`config.mk`:
```
export PLATFORM = sky130hd
export DESIGN_NAME = mod3_bit_serializer_flat
export DESIGN_NICKNAME = d
export VERILOG_FILES = /design/src/rtl/mod3_bit_serializer_if.sv /design/src/rtl/mod3_bit_serializer.sv /design/src/flat_wrapper.sv
export SDC_FILE = /design/constraint.sdc
export NUM_CORES = 1
export LEC_CHECK = 0
export ABC_AREA = 1
export BUFFER_PORTS_ARGS = -buffer_cell sky130_fd_sc_hd__buf_2
export CELL_PAD_IN_SITES_DETAIL_PLACEMENT = 2
export CELL_PAD_IN_SITES_GLOBAL_PLACEMENT = 2
export CORE_MARGIN = 1.5
export CORE_UTILIZATION = 35
export CTS_BUF_LIST = sky130_fd_sc_hd__clkbuf_16
export DETAILED_ROUTE_END_ITERATION = 6
export PLACE_DENSITY = 0.87
export RECOVER_POWER = 50
export SYNTH_ARGS = -nofsm -noshare
export SYNTH_HDL_FRONTEND = slang
export SYNTH_SLANG_ARGS = --single-unit
```
`constraint.sdc`:
```
create_clock -name clk -period 2 [get_ports clk]
set_input_delay 0.5 -clock clk [delete_from_list [all_inputs] [get_ports clk]]
set_output_delay 0.5 -clock clk [all_outputs]
set_load 0.03 [all_outputs]
```
`src/rtl/mod3_bit_serializer_if.sv`:
```
// Load handshake and serial-output bundle between a word source and the
// mod-3 bit serializer.
interface mod3_bit_serializer_if #(
    parameter int unsigned WIDTH = 8
);
    logic             load_valid;
    logic [WIDTH-1:0] load_data;
    logic             load_ready;
    logic             sel;
    logic             bit_valid;
    logic             frame_start;
    logic             frame_done;
    logic             busy;
    logic [1:0]       rem;

    modport master (
        output load_valid, load_data,
        input  load_ready, sel, bit_valid, frame_start, frame_done, busy, rem
    );

    modport slave (
        input  load_valid, load_data,
        output load_ready, sel, bit_valid, frame_start, frame_done, busy, rem
    );
endinterface

```
`src/rtl/mod3_bit_serializer.sv`:
```
// Parallel-to-serial feeder for the mod-3 divisibility FSM: shifts a word out
// MSB-first, one bit per divider tick, and tracks the running mod-3 residue.
module mod3_bit_serializer #(
    parameter int unsigned WIDTH = 8,
    parameter int unsigned DIV   = 4
) (
    input  logic                  clk,
    input  logic                  reset,
    mod3_bit_serializer_if.slave  bus
);
    localparam int unsigned CNT_W = (DIV > 1) ? $clog2(DIV) : 1;
    localparam int unsigned BIT_W = $clog2(WIDTH + 1);

    typedef enum logic {IDLE, SHIFT} state_t;

    state_t             state_q, state_d;
    logic [CNT_W-1:0]   cnt_q;
    logic               tick;
    logic [WIDTH-1:0]   shreg_q, shreg_d;
    logic [BIT_W-1:0]   bitcnt_q, bitcnt_d;
    logic               first_q, first_d;
    logic               sel_q, sel_d;
    logic               bit_valid_q, bit_valid_d;
    logic               frame_start_q, frame_start_d;
    logic               frame_done_q, frame_done_d;
    logic               busy_q, busy_d;
    logic [1:0]         rem_q, rem_d;

    // Residue of (2*r + b) mod 3; r==3 cannot occur
    function automatic logic [1:0] rem_step(input logic [1:0] r, input logic b);
        logic [1:0] res;
        case ({r, b})
            3'b000:  res = 2'd0;
            3'b001:  res = 2'd1;
            3'b010:  res = 2'd2;
            3'b011:  res = 2'd0;
            3'b100:  res = 2'd1;
            3'b101:  res = 2'd2;
            default: res = 2'd0;
        endcase
        return res;
    endfunction

    // Free-running bit-rate divider, never resynchronised to loads
    assign tick = (cnt_q == CNT_W'(DIV - 1));

    always_ff @(posedge clk or posedge reset) begin
        if (reset) begin
            cnt_q <= '0;
        end else if (tick) begin
            cnt_q <= '0;
        end else begin
            cnt_q <= cnt_q + CNT_W'(1);
        end
    end

    always_ff @(posedge clk or posedge reset) begin
        if (reset) begin
            state_q       <= IDLE;
            shreg_q       <= '0;
            bitcnt_q      <= '0;
            first_q       <= 1'b0;
            sel_q         <= 1'b0;
            bit_valid_q   <= 1'b0;
            frame_start_q <= 1'b0;
            frame_done_q  <= 1'b0;
            busy_q        <= 1'b0;
            rem_q         <= 2'd0;
        end else begin
            state_q       <= state_d;
            shreg_q       <= shreg_d;
            bitcnt_q      <= bitcnt_d;
            first_q       <= first_d;
            sel_q         <= sel_d;
            bit_valid_q   <= bit_valid_d;
            frame_start_q <= frame_start_d;
            frame_done_q  <= frame_done_d;
            busy_q        <= busy_d;
            rem_q         <= rem_d;
        end
    end

    // Accept in IDLE ignores a coincident tick; SHIFT emits one bit per tick
    always_comb begin
        state_d       = state_q;
        shreg_d       = shreg_q;
        bitcnt_d      = bitcnt_q;
        first_d       = first_q;
        sel_d         = sel_q;
        bit_valid_d   = 1'b0;
        frame_start_d = 1'b0;
        frame_done_d  = 1'b0;
        busy_d        = busy_q;
        rem_d         = rem_q;

        case (state_q)
            IDLE: begin
                if (bus.load_valid) begin
                    shreg_d  = bus.load_data;
                    bitcnt_d = BIT_W'(WIDTH);
                    first_d  = 1'b1;
                    busy_d   = 1'b1;
                    state_d  = SHIFT;
                end
            end
            SHIFT: begin
                if (tick) begin
                    sel_d         = shreg_q[WIDTH-1];
                    shreg_d       = shreg_q << 1;
                    bitcnt_d      = bitcnt_q - BIT_W'(1);
                    bit_valid_d   = 1'b1;
                    frame_start_d = first_q;
                    first_d       = 1'b0;
                    rem_d         = first_q ? {1'b0, shreg_q[WIDTH-1]}
                                            : rem_step(rem_q, shreg_q[WIDTH-1]);
                    if (bitcnt_q == BIT_W'(1)) begin
                        frame_done_d = 1'b1;
                        busy_d       = 1'b0;
                        state_d      = IDLE;
                    end
                end
            end
            default: state_d = IDLE;
        endcase
    end

    assign bus.load_ready  = (state_q == IDLE);
    assign bus.sel         = sel_q;
    assign bus.bit_valid   = bit_valid_q;
    assign bus.frame_start = frame_start_q;
    assign bus.frame_done  = frame_done_q;
    assign bus.busy        = busy_q;
    assign bus.rem         = rem_q;
endmodule

```
`src/flat_wrapper.sv`:
```
// flat-port wrapper written by rule: the top's interface ports become plain ports
module mod3_bit_serializer_flat 
#(
    parameter int unsigned WIDTH = 8,
    parameter int unsigned DIV   = 4
)
  (clk, reset, bus_load_valid, bus_load_data, bus_load_ready, bus_sel, bus_bit_valid, bus_frame_start, bus_frame_done, bus_busy, bus_rem);
  mod3_bit_serializer_if #(.WIDTH(WIDTH)) bus_i ();
  input  logic clk;
  input  logic reset;
  input wire logic [$bits(bus_i.load_valid)-1:0] bus_load_valid;
  input wire logic [$bits(bus_i.load_data)-1:0] bus_load_data;
  output wire logic [$bits(bus_i.load_ready)-1:0] bus_load_ready;
  output wire logic [$bits(bus_i.sel)-1:0] bus_sel;
  output wire logic [$bits(bus_i.bit_valid)-1:0] bus_bit_valid;
  output wire logic [$bits(bus_i.frame_start)-1:0] bus_frame_start;
  output wire logic [$bits(bus_i.frame_done)-1:0] bus_frame_done;
  output wire logic [$bits(bus_i.busy)-1:0] bus_busy;
  output wire logic [$bits(bus_i.rem)-1:0] bus_rem;
  assign bus_i.load_valid = bus_load_valid;
  assign bus_i.load_data = bus_load_data;
  assign bus_load_ready = bus_i.load_ready;
  assign bus_sel = bus_i.sel;
  assign bus_bit_valid = bus_i.bit_valid;
  assign bus_frame_start = bus_i.frame_start;
  assign bus_frame_done = bus_i.frame_done;
  assign bus_busy = bus_i.busy;
  assign bus_rem = bus_i.rem;
  mod3_bit_serializer #(.WIDTH(WIDTH), .DIV(DIV)) u_core (.clk(clk), .reset(reset), .bus(bus_i));
endmodule
```
---- Yosys cells after proc, flatten, opt, wreduce, memory -nomap -nowiden ----
Index checks and enable logic that the tools add are counted.
operators by class
  multiplexer cells ....................... 26
  add/sub/neg operators ................... 2
  eq/ne operators ......................... 9
  bitwise logic cells ..................... 1
  reduce and logical (&&, ||, !) cells .... 5
operator list
  cell                                                 count
  two-way mux 8 bit                                    2
  case mux 8 bit (2 select lines)                      1
  two-way mux 1 bit                                    14
  two-way mux 4 bit                                    2
  case mux 4 bit (2 select lines)                      1
  equality test 3 bit, second input constant           2
  inequality test 2 bit, second input constant         3
  case mux 1 bit (2 select lines)                      3
  equality test 4 x 1 -> 1 bit, second input constant  1
  two-way mux 2 bit                                    2
  case mux 2 bit (2 select lines)                      1
  AND reduction 2 bit                                  2
  OR reduction 2 bit                                   2
  subtractor 4 x 1 -> 4 bit, second input constant     1
  equality test 3 x 1 -> 1 bit, second input constant  1
  equality test 3 x 2 -> 1 bit, second input constant  1
  AND reduction 3 bit                                  1
  adder 2 x 1 -> 2 bit, second input constant          1
  equality test 2 bit, second input constant           1
  NOT 1 bit                                            1
word-level totals
  word-level logic and storage cells ...... 54
  bits of input ports ..................... 11
  register bits ........................... 23
  output and inout port bits .............. 8

---- Depth between registers and ports, before layout ----
  word-level depth ........................ 4
  gate-level depth with buffers ........... 8
  mapped depth without buffers ............ 7

---- Worst setup path after synthesis ----
Ideal clock, no wire load.
  path type ............................... reg2out
  start ................................... register u_core.state_q
  end ..................................... output port bus_load_ready
  buffers on the path ..................... 2
  path slack .............................. 0.786 ns
  arrival time ............................ 0.714 ns
  required time ........................... 1.500 ns
  stages on the path, launching flop included .. 4
  cells stage by stage .................... dfrtp_1 buf_6 inv_4 buf_6
on the way
  word-level cells in the longest chain between the ends .. 1
RTL lines
  element                   line                        source
  start: declaration        mod3_bit_serializer.sv:16   state_t state_q, state_d;
  start signal: assignment  mod3_bit_serializer.sv:70   state_q <= state_d;
  NOT 1 bit                 mod3_bit_serializer.sv:127  assign bus.load_ready = (state_q == IDLE);
  end: declaration          flat_wrapper.sv:13          output wire logic [$bits(bus_i.load_ready)-1:0] bus_load_ready;
Every way passes these cells.

---- Worst setup path in the final report ----
Ends and elaborated chain as after synthesis.

==> flow_summary_export.csv <==
group,metric,value,unit
route,drc,0,
route,routed-wl-met2,1290,um
sta,setup_viol,0,
route,postRouteAntennaNets,0,
sta,max_freq,597,MHz
power_and_ir_drop,finalPower,1.65,mW
placed_design,dp_cells,158,
cts,hold_buffers,0,
logic_synthesis,ys.flop_type,"dfrtp_1",
floorplan,die_h,58.5,um
setup_path,critPathCaptureType,"output port",
hold_path,hold_path_class,"register to register",
grt,gr-total-overflow,0,
power_and_ir_drop,powerDensity,1330,mW/mm^2
grt,grt_pass1_vias,932,
logic_synthesis,syn_nets,126,
floorplan,die_x,58.5,um
placed_design,portBuffers,18,
setup_path,cp_data_required_time,1500,ps
route,drt-total-wl,2410,um
cts,cts_tree,"yes",
setup_path,critPathKind,"register to output port",
layout,mostFrequentLayoutCells,"30 x nand2_1, 23 x dfrtp_1, 18 x buf_2, 12 x nand3_1, 11 x inv_1",
route,met1_length,1020,um
cts,cts.reportedPaths.clkPinSlew,60,ps
grt,antenna_found_initial,0,
sta,hold_violations,0,
setup_path,start_kind,"register",
logic_synthesis,yosys_warnings,0,
sta,fin_setup_tns,0,ps
placed_design,place_ws,581,ps
floorplan,coreArea,0.00283,sq mm
route,wl_met3,49,um
logic_synthesis,synthCells,112,
layout,final_nets,146,
sta,grt_setup_unrepaired,"false",
logic_synthesis,async_reset_ff_share,100,%
grt,grt_first_pass_wirelength,4260,um
layout,final_cells,162,
logic_synthesis,syn_area,0.00108,sq mm
setup_path,critPathMaxFanout,11,
layout,final_core_util,43.7,%
cts,clockRootBuffer,"clkbuf_16",
cts,clock_path_buffers,2,
setup_path,arrival,1180,ps
placed_design,gp_congestion,0.743,
sta,worst_slack,324,ps
route,dr.pass1.iters,3,
setup_path,rrSetupSlack,390,ps
cts,worstSkewPairLatency,260,ps
power_and_ir_drop,max-vdd-ir-drop,0.000367,V
power_and_ir_drop,p_leak,0.622,nW
placed_design,hpwlAfterDp,1790,um
layout,layout_commonest_cell,"nand2_1",
grt,grt_max_degree,24,
layout,syn_to_final_growth,14.9,%
route,avgViaCountPerCell,5.10,
route,drt_iter0_drc,14,
logic_synthesis,yosysUniqueCellTypes,19,
cts,cts_max_level,1,
grt,track_usage,16.9,%
cts,post-cts-setup-buffers,0,
floorplan,dieArea,0.00342,sq mm
floorplan,rows,19,
floorplan,ios,19,
logic_synthesis,syn_avg_cell_area,9.62,sq um
sta,maxSlewHeadroom,16.9,%
logic_synthesis,ys_ff_latch,23,
sta,finalCritPeriodShare,83.8,%
route,highest_layer,"met4",
logic_synthesis,synth_edf_count,0,
cts,cts-buffers-inserted,3,
layout,drive_above_1_share,20.6,%
outcome,outcome,"completed",
route,wl_per_cell,14.9,um
sta,drv_slew,0,
route,vias,826,
layout,n_antenna_cell,0,
cts,numClockSinks,23,
floorplan,initial_core_util,38.1,%
sta,worst_pin_slew,1250,ps
logic_synthesis,seq_area_frac_synth,53.4,%
sta,finalClockSkew,2.36,ps
sta,fin_crit,1680,ps
cts,cts.repair.resized,0,
flow_run,maxCapViolations,0,
[flip-flops by register name (all words and copies together), names as in the netlist]
signal                  count
u_core.bus.sel              1
u_core.first_q              1
u_core.bus.rem              2
u_core.bus.bit_valid        1
u_core.bitcnt_q             4
u_core.bus.frame_start      1
u_core.bus.frame_done       1
u_core.state_q              1
u_core.cnt_q                2
u_core.bus.busy             1
u_core.shreg_q              8
[critical path: stages (launching register included)]
cell     delay (ps)
dfrtp_1         500
inv_4           200
buf_2           220
[worst paths after layout]
path / from / to / cells after the start
worst max-delay path: u_core.state_q / bus_load_ready / 2
worst min-delay path: u_core.cnt_q[0] / u_core.cnt_q[0] / 1
worst max register to register: u_core.state_q / u_core.bitcnt_q[3] / 5
worst min register to register: u_core.cnt_q[0] / u_core.cnt_q[0] / 1
max in group asynchronous: reset / u_core.bus.busy / 3
min in group asynchronous: reset / u_core.bus.rem[0] / 3
[routing by layer]
metal	track usage (%)	vias up
met1	21.0	414
met3	2.64	5
li1	-	397
met4	7.97	0
met5	0	-
met2	28.7	10
[metrics by stage]
| step | hold slack [ps] | cell area (sq um) |
|---|---|---|
| 2_1_floorplan | 403 | 1080 |
| 3_3_place_gp | 415 | 1170 |
| 3_5_place_dp | 426 | 1170 |
| 4_1_cts | 281 | 1250 |
| 5_1_grt | 458 | 1240 |
| 6_report | 428 | 1240 |
[cell usage after synthesis (2+ instances only)]
cell type / n / area share [%]
o21a_1: 5 / 3.5
nor2_1: 8 / 2.8
buf_6: 4 / 4.2
nand3_1: 12 / 5.6
dfrtp_1: 23 / 53
ha_1: 3 / 3.5
o21ai_0: 5 / 2.3
nand2_1: 29 / 10
inv_1: 10 / 3.5
o21ai_1: 3 / 1.4
nand2_8: 2 / 3.7
[report_power, final]
group          internal (mW)  switching, mW  total (mW)
sequential             0.607          0.101       0.707
combinational          0.186          0.320       0.506
clock                  0.269          0.169       0.438
[layout make-up]
class                   count  area (sq um)
fillers                   320          1590
flip-flops and latches     23           576
multi-input cells          73           402
inverters                  12          47.5
repair buffers             19          93.8
well taps                  31          38.8
clock buffers               3          75.1
clock inverters             1          5.00
[cell families (layout without fill, tap and decap cells)]
family | count (synthesis) | after routing | synth area share, %
simple gates | 53 | 53 | 24.3
fa+ha+maj | 3 | 3 | 3.48
buf+inv | 16 | 35 | 8.59
compound gates | 16 | 16 | 9.41
xor+xnor | 1 | 1 | 0.813
flops | 23 | 23 | 53.4
Power figures use the tool's default switching activity.
